## config.mk

```make
export PLATFORM = sky130hd
export DESIGN_NAME = ifu_prefetch_flat
export DESIGN_NICKNAME = d
export VERILOG_FILES = /design/src/rtl/ifu_prefetch_if.sv /design/src/rtl/ifu_prefetch.sv /design/src/flat_wrapper.sv
export SDC_FILE = /design/constraint.sdc
export NUM_CORES = 1
export LEC_CHECK = 0
export CORE_UTILIZATION = 49
export DETAILED_ROUTE_END_ITERATION = 8
export PLACE_DENSITY = 0.78
export RECOVER_POWER = 100
export SYNTH_ARGS = -nofsm -noshare
export SYNTH_HDL_FRONTEND = slang
export SYNTH_SLANG_ARGS = --single-unit
```

## constraint.sdc

```tcl
create_clock -name clk -period 5.4 [get_ports clk]
set_input_delay 1.08 -clock clk [delete_from_list [all_inputs] [get_ports clk]]
set_output_delay 1.08 -clock clk [all_outputs]
set_load 0.01 [all_outputs]
```

## src/rtl/ifu_prefetch_if.sv

```systemverilog
// ---------------------------------------------------------------------------
// ifu_prefetch_if
//   Bundles the prefetch unit's ICCM read port, the redirect inputs from exe
//   and dec, and the instruction handshake towards dec.
//   master : the prefetch unit (drives ICCM requests and the queue head)
//   slave  : the environment (ICCM, exe, dec)
//   Signals
//     iccm_rd_en / iccm_rd_addr   request, byte address with bits[1:0]=0
//     iccm_rd_data                read data, one cycle after the request
//     flush_from_exe/_addr_exe    redirect from exe (wins over dec)
//     flush_from_dec/_addr_dec    redirect from dec
//     instr_valid_o/instr_ready_i head handshake
//     instr_o / instr_pc_o        head instruction word and its address
//     level_o                     queue occupancy
// ---------------------------------------------------------------------------
interface ifu_prefetch_if #(
  parameter int XLEN  = 32,
  parameter int DEPTH = 4
);
  localparam int LW = $clog2(DEPTH) + 1;

  logic            iccm_rd_en;
  logic [XLEN-1:0] iccm_rd_addr;
  logic [XLEN-1:0] iccm_rd_data;
  logic            flush_from_exe;
  logic [XLEN-1:0] flush_addr_exe;
  logic            flush_from_dec;
  logic [XLEN-1:0] flush_addr_dec;
  logic            instr_valid_o;
  logic            instr_ready_i;
  logic [XLEN-1:0] instr_o;
  logic [XLEN-1:0] instr_pc_o;
  logic [LW-1:0]   level_o;

  modport master (
    output iccm_rd_en, iccm_rd_addr,
    input  iccm_rd_data,
    input  flush_from_exe, flush_addr_exe, flush_from_dec, flush_addr_dec,
    output instr_valid_o,
    input  instr_ready_i,
    output instr_o, instr_pc_o, level_o
  );

  modport slave (
    input  iccm_rd_en, iccm_rd_addr,
    output iccm_rd_data,
    output flush_from_exe, flush_addr_exe, flush_from_dec, flush_addr_dec,
    input  instr_valid_o,
    output instr_ready_i,
    input  instr_o, instr_pc_o, level_o
  );
endinterface

```

## src/rtl/ifu_prefetch.sv

```systemverilog
// ---------------------------------------------------------------------------
// ifu_prefetch
//   Streams instruction words from ICCM into a DEPTH-entry prefetch queue and
//   presents the head to dec over valid/ready. Redirects from exe/dec (exe
//   wins) restart fetch at the target and throw away queued and in-flight
//   words.
//   Ports
//     clk        rising-edge clock
//     rst        synchronous reset, active high
//     fetch_en_i 1 = issue new ICCM requests, 0 = pause (queue still drains)
//     bus        ifu_prefetch_if.master (ICCM port, redirects, dec handshake)
// ---------------------------------------------------------------------------
module ifu_prefetch #(
  parameter int              XLEN     = 32,
  parameter int              DEPTH    = 4,
  parameter logic [XLEN-1:0] RESET_PC = '0
) (
  input  logic           clk,
  input  logic           rst,
  input  logic           fetch_en_i,
  ifu_prefetch_if.master bus
);
  localparam int AW = $clog2(DEPTH);
  localparam int CW = AW + 1;

  typedef enum logic [1:0] {S_BOOT, S_FETCH, S_STALL} state_e;

  typedef struct packed {
    logic [XLEN-1:0] pc;
    logic [XLEN-1:0] instr;
  } entry_t;

  state_e          state_q;
  logic [XLEN-1:0] pc_q;       // next address to request
  logic [XLEN-1:0] req_pc_q;   // address of the request now in flight
  entry_t          mem_q [DEPTH];
  logic [AW-1:0]   wr_q, rd_q;
  logic [CW-1:0]   cnt_q;
  logic            infl_q;     // response arrives this cycle
  logic            drop_q;     // mask the response slot following a flush

  logic            flush_any;
  logic [XLEN-1:0] tgt_raw, flush_tgt;
  logic [CW:0]     occ, occ_nx;
  logic [CW-1:0]   cnt_nx;
  logic            req, valid, push, pop;

  always_comb begin
    flush_any = bus.flush_from_exe | bus.flush_from_dec;
    tgt_raw   = bus.flush_from_exe ? bus.flush_addr_exe : bus.flush_addr_dec;
    flush_tgt = tgt_raw & ~XLEN'(3);

    // Credit: queued words plus the outstanding response must fit the queue,
    // so a response always has a slot when it lands.
    occ   = {1'b0, cnt_q} + (CW+1)'(infl_q);
    req   = (state_q == S_FETCH) & fetch_en_i & ~flush_any
            & (occ < (CW+1)'(DEPTH));
    valid = (cnt_q != '0);

    // A flush empties the queue, so neither the landing response nor a
    // concurrent pop may touch it.
    push   = infl_q & ~drop_q & ~flush_any;
    pop    = valid & bus.instr_ready_i & ~flush_any;
    cnt_nx = cnt_q + CW'(push) - CW'(pop);
    occ_nx = {1'b0, cnt_nx} + (CW+1)'(req);
  end

  assign bus.iccm_rd_en    = req;
  assign bus.iccm_rd_addr  = pc_q;
  assign bus.instr_valid_o = valid;
  assign bus.instr_o       = mem_q[rd_q].instr;
  assign bus.instr_pc_o    = mem_q[rd_q].pc;
  assign bus.level_o       = cnt_q;

  always_ff @(posedge clk) begin
    if (rst) begin
      state_q  <= S_BOOT;
      pc_q     <= RESET_PC;
      req_pc_q <= RESET_PC;
      wr_q     <= '0;
      rd_q     <= '0;
      cnt_q    <= '0;
      infl_q   <= 1'b0;
      drop_q   <= 1'b0;
      for (int i = 0; i < DEPTH; i++) mem_q[i] <= '0;
    end else if (flush_any) begin
      state_q <= S_FETCH;
      pc_q    <= flush_tgt;
      wr_q    <= '0;
      rd_q    <= '0;
      cnt_q   <= '0;
      infl_q  <= 1'b0;
      drop_q  <= infl_q;
    end else begin
      infl_q <= req;
      drop_q <= 1'b0;
      if (req) begin
        pc_q     <= pc_q + XLEN'(4);
        req_pc_q <= pc_q;
      end
      if (push) begin
        mem_q[wr_q] <= '{pc: req_pc_q, instr: bus.iccm_rd_data};
        wr_q        <= wr_q + AW'(1);
      end
      if (pop) rd_q <= rd_q + AW'(1);
      cnt_q <= cnt_nx;
      // STALL tracks "no credit next cycle" so fetch resumes the very cycle
      // a slot frees up.
      case (state_q)
        S_BOOT:  state_q <= S_FETCH;
        default: state_q <= (occ_nx < (CW+1)'(DEPTH)) ? S_FETCH : S_STALL;
      endcase
    end
  end
endmodule

```

## src/flat_wrapper.sv

```systemverilog
// flat-port wrapper written by rule: the top's interface ports become plain ports
module ifu_prefetch_flat 
#(
  parameter int              XLEN     = 32,
  parameter int              DEPTH    = 4,
  parameter logic [XLEN-1:0] RESET_PC = '0
)
  (clk, rst, fetch_en_i, bus_iccm_rd_en, bus_iccm_rd_addr, bus_iccm_rd_data, bus_flush_from_exe, bus_flush_addr_exe, bus_flush_from_dec, bus_flush_addr_dec, bus_instr_valid_o, bus_instr_ready_i, bus_instr_o, bus_instr_pc_o, bus_level_o);
  ifu_prefetch_if #(.XLEN(XLEN), .DEPTH(DEPTH)) bus_i ();
  input  logic clk;
  input  logic rst;
  input  logic fetch_en_i;
  output wire logic [$bits(bus_i.iccm_rd_en)-1:0] bus_iccm_rd_en;
  output wire logic [$bits(bus_i.iccm_rd_addr)-1:0] bus_iccm_rd_addr;
  input wire logic [$bits(bus_i.iccm_rd_data)-1:0] bus_iccm_rd_data;
  input wire logic [$bits(bus_i.flush_from_exe)-1:0] bus_flush_from_exe;
  input wire logic [$bits(bus_i.flush_addr_exe)-1:0] bus_flush_addr_exe;
  input wire logic [$bits(bus_i.flush_from_dec)-1:0] bus_flush_from_dec;
  input wire logic [$bits(bus_i.flush_addr_dec)-1:0] bus_flush_addr_dec;
  output wire logic [$bits(bus_i.instr_valid_o)-1:0] bus_instr_valid_o;
  input wire logic [$bits(bus_i.instr_ready_i)-1:0] bus_instr_ready_i;
  output wire logic [$bits(bus_i.instr_o)-1:0] bus_instr_o;
  output wire logic [$bits(bus_i.instr_pc_o)-1:0] bus_instr_pc_o;
  output wire logic [$bits(bus_i.level_o)-1:0] bus_level_o;
  assign bus_iccm_rd_en = bus_i.iccm_rd_en;
  assign bus_iccm_rd_addr = bus_i.iccm_rd_addr;
  assign bus_i.iccm_rd_data = bus_iccm_rd_data;
  assign bus_i.flush_from_exe = bus_flush_from_exe;
  assign bus_i.flush_addr_exe = bus_flush_addr_exe;
  assign bus_i.flush_from_dec = bus_flush_from_dec;
  assign bus_i.flush_addr_dec = bus_flush_addr_dec;
  assign bus_instr_valid_o = bus_i.instr_valid_o;
  assign bus_i.instr_ready_i = bus_instr_ready_i;
  assign bus_instr_o = bus_i.instr_o;
  assign bus_instr_pc_o = bus_i.instr_pc_o;
  assign bus_level_o = bus_i.level_o;
  ifu_prefetch #(.XLEN(XLEN), .DEPTH(DEPTH), .RESET_PC(RESET_PC)) u_core (.clk(clk), .rst(rst), .fetch_en_i(fetch_en_i), .bus(bus_i));
endmodule
```

==> impl_metrics.csv <==
group,metric,value,unit
setup_path,path_buf_inv,3,
placed_design,dp_hpwl,18800,um
sta,worst_pin_slew,1960,ps
synth,synthCells,1126,
synth,netlist_area,14000,um^2
finish,seq_area,8910,um^2
power,leakage,6.54,nW
routing,routed_via_density,5.38,
sta,min_period_over_period,0.802,
outcome,failed_checks,"max-capacitance violations, max-slew violations",
finish,n_fill_cell,2219,
synth,avgSynthCellArea,12.4,um^2
setup_path,cp.arrival,3250,ps
setup_path,cpMostUsedCell,"dlygate4sd3_1",
sta,relSlewSlack,-0.308,
routing,num_vias,9124,
power,ir_drop,0.168,mV
power,power_density,309,nW/um^2
clock_tree,clock-sinks,321,
hold_path,min_path_type,"reg2reg",
setup_path,crit_path_end_kind,"primary output",
synth,ys.flop_type,"edfxtp_1",
floorplanning,die_height,171,um
synth,ys_async_sr_fraction,0,
sta,finalSetupViolations,0,
finish,final_util,0.614,
floorplanning,die_area,29200,um^2
floorplanning,ios,203,
power,design_power_total,5.31,mW
sta,drv_slew,374,
global_route,grt_pass1_wl,49700,um
finish,final_nets,1405,
setup_path,path_class,"in2out",
placed_design,io_buffers,194,
placed_design,place.gp.congestion,0.892,
sta,setup_ws,1070,ps
setup_path,cpLargestDelayFamily,"buffers and inverters",
synth,synth.distinct_cells,64,
finish,drive_above_1_share,0.100,
sta,hold_viol,0,
sta,tns,0,ps
setup_path,slowest_delay,660,ps
floorplanning,core,27900,um^2
sta,max_clock_freq,231,MHz
clock_tree,cts_htree_levels,2,
setup_path,r2r_setup_slack,2030,ps
finish,multi_input_area,4410,um^2
sta,fin_worst_skew,9.13,ps
global_route,grtUsageTotal,0.222,
synth,yosysTopAreaCell,"edfxtp_1",
clock_tree,clkTransAtPathRegs,60,ps
floorplanning,fp.dieW,171,um
global_route,grt-ovfl-total,0,
synth,synth_edf_count,248,
synth,yosysSeqAreaShare,0.638,
global_route,grt_pass1_vias,9317,
sta,rsz0062_at_grt,"false",
clock_tree,cts-buffers-inserted,34,
setup_path,start_kind,"input port",
synth,synth_top_area_share,0.533,
setup_path,cp_cell_sequence,"dlygate4sd3_1 > nor2_8 > nand4b_1 > or2_0 > clkinv_1 > dlygate4sd3_1",
setup_path,worstPathMaxFanout,16,
sta,whs,458,ps
routing,drc,0,
routing,drt_wl_total,31500,um
synth,synth.top_cells.by_area,"edfxtp_1, dfxtp_1, mux4_2, nor2_1, nand2_1",
routing,wl_per_cell,18.6,um
floorplanning,initial_core_util,0.500,
routing,ant_nets,0,
clock_tree,cts_max_path_buffers,3,
global_route,grt_max_degree,67,
routing,dr.first_iter.drc_count,759,
synth,ys_warn_count,0,
floorplanning,num_rows,61,
clock_tree,cts_hold_buffers,0,
synth,ys_seq_elements,321,
finish,area_delta_synth_final,22.7,%
sta,fin_crit,4330,ps
outcome,status,"finished with violations",
run,maxCapViolCount,7,
clock_tree,cts_resized,0,
global_route,antenna_found_initial,0,
clock_tree,clock_latency,500,ps
setup_path,slowest_stage,"dlygate4sd3_1",
placed_design,pre_cts_ws,1290,ps
routing,first_pass_iters,5,
finish,diodes,0,
clock_tree,cts_root_buf,"clkbuf_16",
clock_tree,post-cts-setup-buffers,0,
clock_tree,cts_tree,"done",
setup_path,worstPathRequired,4320,ps
[cell type report]
type	instances	share of cell area
clock inverter	8	0.00226
multi-input combinational	661	0.257
clock buffer	48	0.0587
sequential	321	0.520
tap	378	0.0276
inverter	72	0.0158
timing repair buffer	208	0.118
[registers in the layout (all words and copies together), names as in the netlist, named ones only]
signal	count
u_core.drop_q	1
u_core.bus.iccm_rd_addr	30
u_core.state_q	2
u_core.mem_q	248
u_core.infl_q	1
u_core.bus.level_o	3
u_core.rd_q	2
u_core.wr_q	2
u_core.req_pc_q	30
[per-layer routing]
layer | GRT usage | vias to the layer above | routed length [um]
li1 | - | 4325 | -
met1 | 0.282 | 4441 | 13100
met2 | 0.384 | 313 | 15600
met3 | 0.0523 | 45 | 2180
met4 | 0.0536 | 0 | 581
met5 | 0 | - | 0
[cells by family (layout without fill, tap and decap cells)]
kind of cell             Yosys count  in the layout  synth area share
AO/OA/AOI/OAI                    104            104            0.0457
XOR/XNOR                          18             18            0.0113
adder cells (fa/ha/maj)            5              5           0.00501
buffers and inverters            147            336            0.0439
flip-flops                       321            321             0.638
multiplexers                      67             67             0.104
other                              1              4          0.000268
AND/OR/NAND/NOR                  463            463             0.153
[cell usage in the layout (no fill, tap or decap), types with 13 or more instances in the layout]
| cell type | n |
|---|---|
| dlygate4sd3_1 | 96 |
| dfxtp_1 | 71 |
| nor3_1 | 13 |
| and3_1 | 13 |
| mux4_2 | 62 |
| edfxtp_1 | 248 |
| inv_1 | 70 |
| nor2_1 | 183 |
| clkbuf_16 | 37 |
| o21ai_0 | 22 |
| clkdlybuf4s50_1 | 97 |
| a21oi_1 | 42 |
| and2_0 | 20 |
| and2_1 | 20 |
| nand2_1 | 151 |
| nand3_1 | 16 |
[final timing paths]
path	startpoint	cells after the start	to
max	bus_flush_from_dec	6	bus_iccm_rd_en
min	u_core.req_pc_q[9]	2	u_core.req_pc_q[9]
max reg2reg	u_core.bus.level_o[1]	8	u_core.bus.iccm_rd_addr[27]
min reg2reg	u_core.req_pc_q[9]	2	u_core.req_pc_q[9]
[Yosys cell counts, types with 2 or more instances]
library cell	number
a2111oi_1	2
a211oi_1	7
a21oi_1	42
a2bb2oi_1	2
a31oi_1	7
and2_1	39
and3_1	13
and4_1	5
buf_1	4
buf_2	16
buf_4	9
clkbuf_1	45
dfxtp_1	73
edfxtp_1	248
ha_1	4
inv_1	70
mux2_2	2
mux2i_1	2
mux4_2	62
nand2_1	151
nand2b_1	5
nand3_1	16
nand4_1	7
nor2_1	182
nor2b_1	5
nor3_1	10
nor3_2	2
nor4_1	3
nor4_4	2
o21ai_0	21
o21bai_1	2
o221ai_1	3
o22ai_1	6
or2_2	2
or3_1	12
xnor2_1	9
xor2_1	9
[tightest hold or removal path, delay by kind of cell (launching register included)]
kind,cells,cell delay (ps)
flip-flops,1,310
AND/OR/NAND/NOR,1,50
AO/OA/AOI/OAI,1,50
[report_power, final]
group / total (mW) / switching (mW) / internal [mW]
logic: 0.321 / 0.159 / 0.162
clock network: 2.20 / 0.905 / 1.29
registers: 2.79 / 0.0480 / 2.74
total: 5.31 / 1.11 / 4.19
[through the flow]
| stage | instance area (um^2) | std cells |
|---|---|---|
| 2_1_floorplan | 14000 | 1129 |
| 4_1_cts | 17300 | 1696 |
| 3_5_place_dp | 16200 | 1640 |
| 6_report | 17100 | 1696 |
| 3_3_place_gp | 16200 | 1640 |
| 5_1_grt | 17100 | 1696 |
Note: power is estimated with default switching activity, not from simulation.
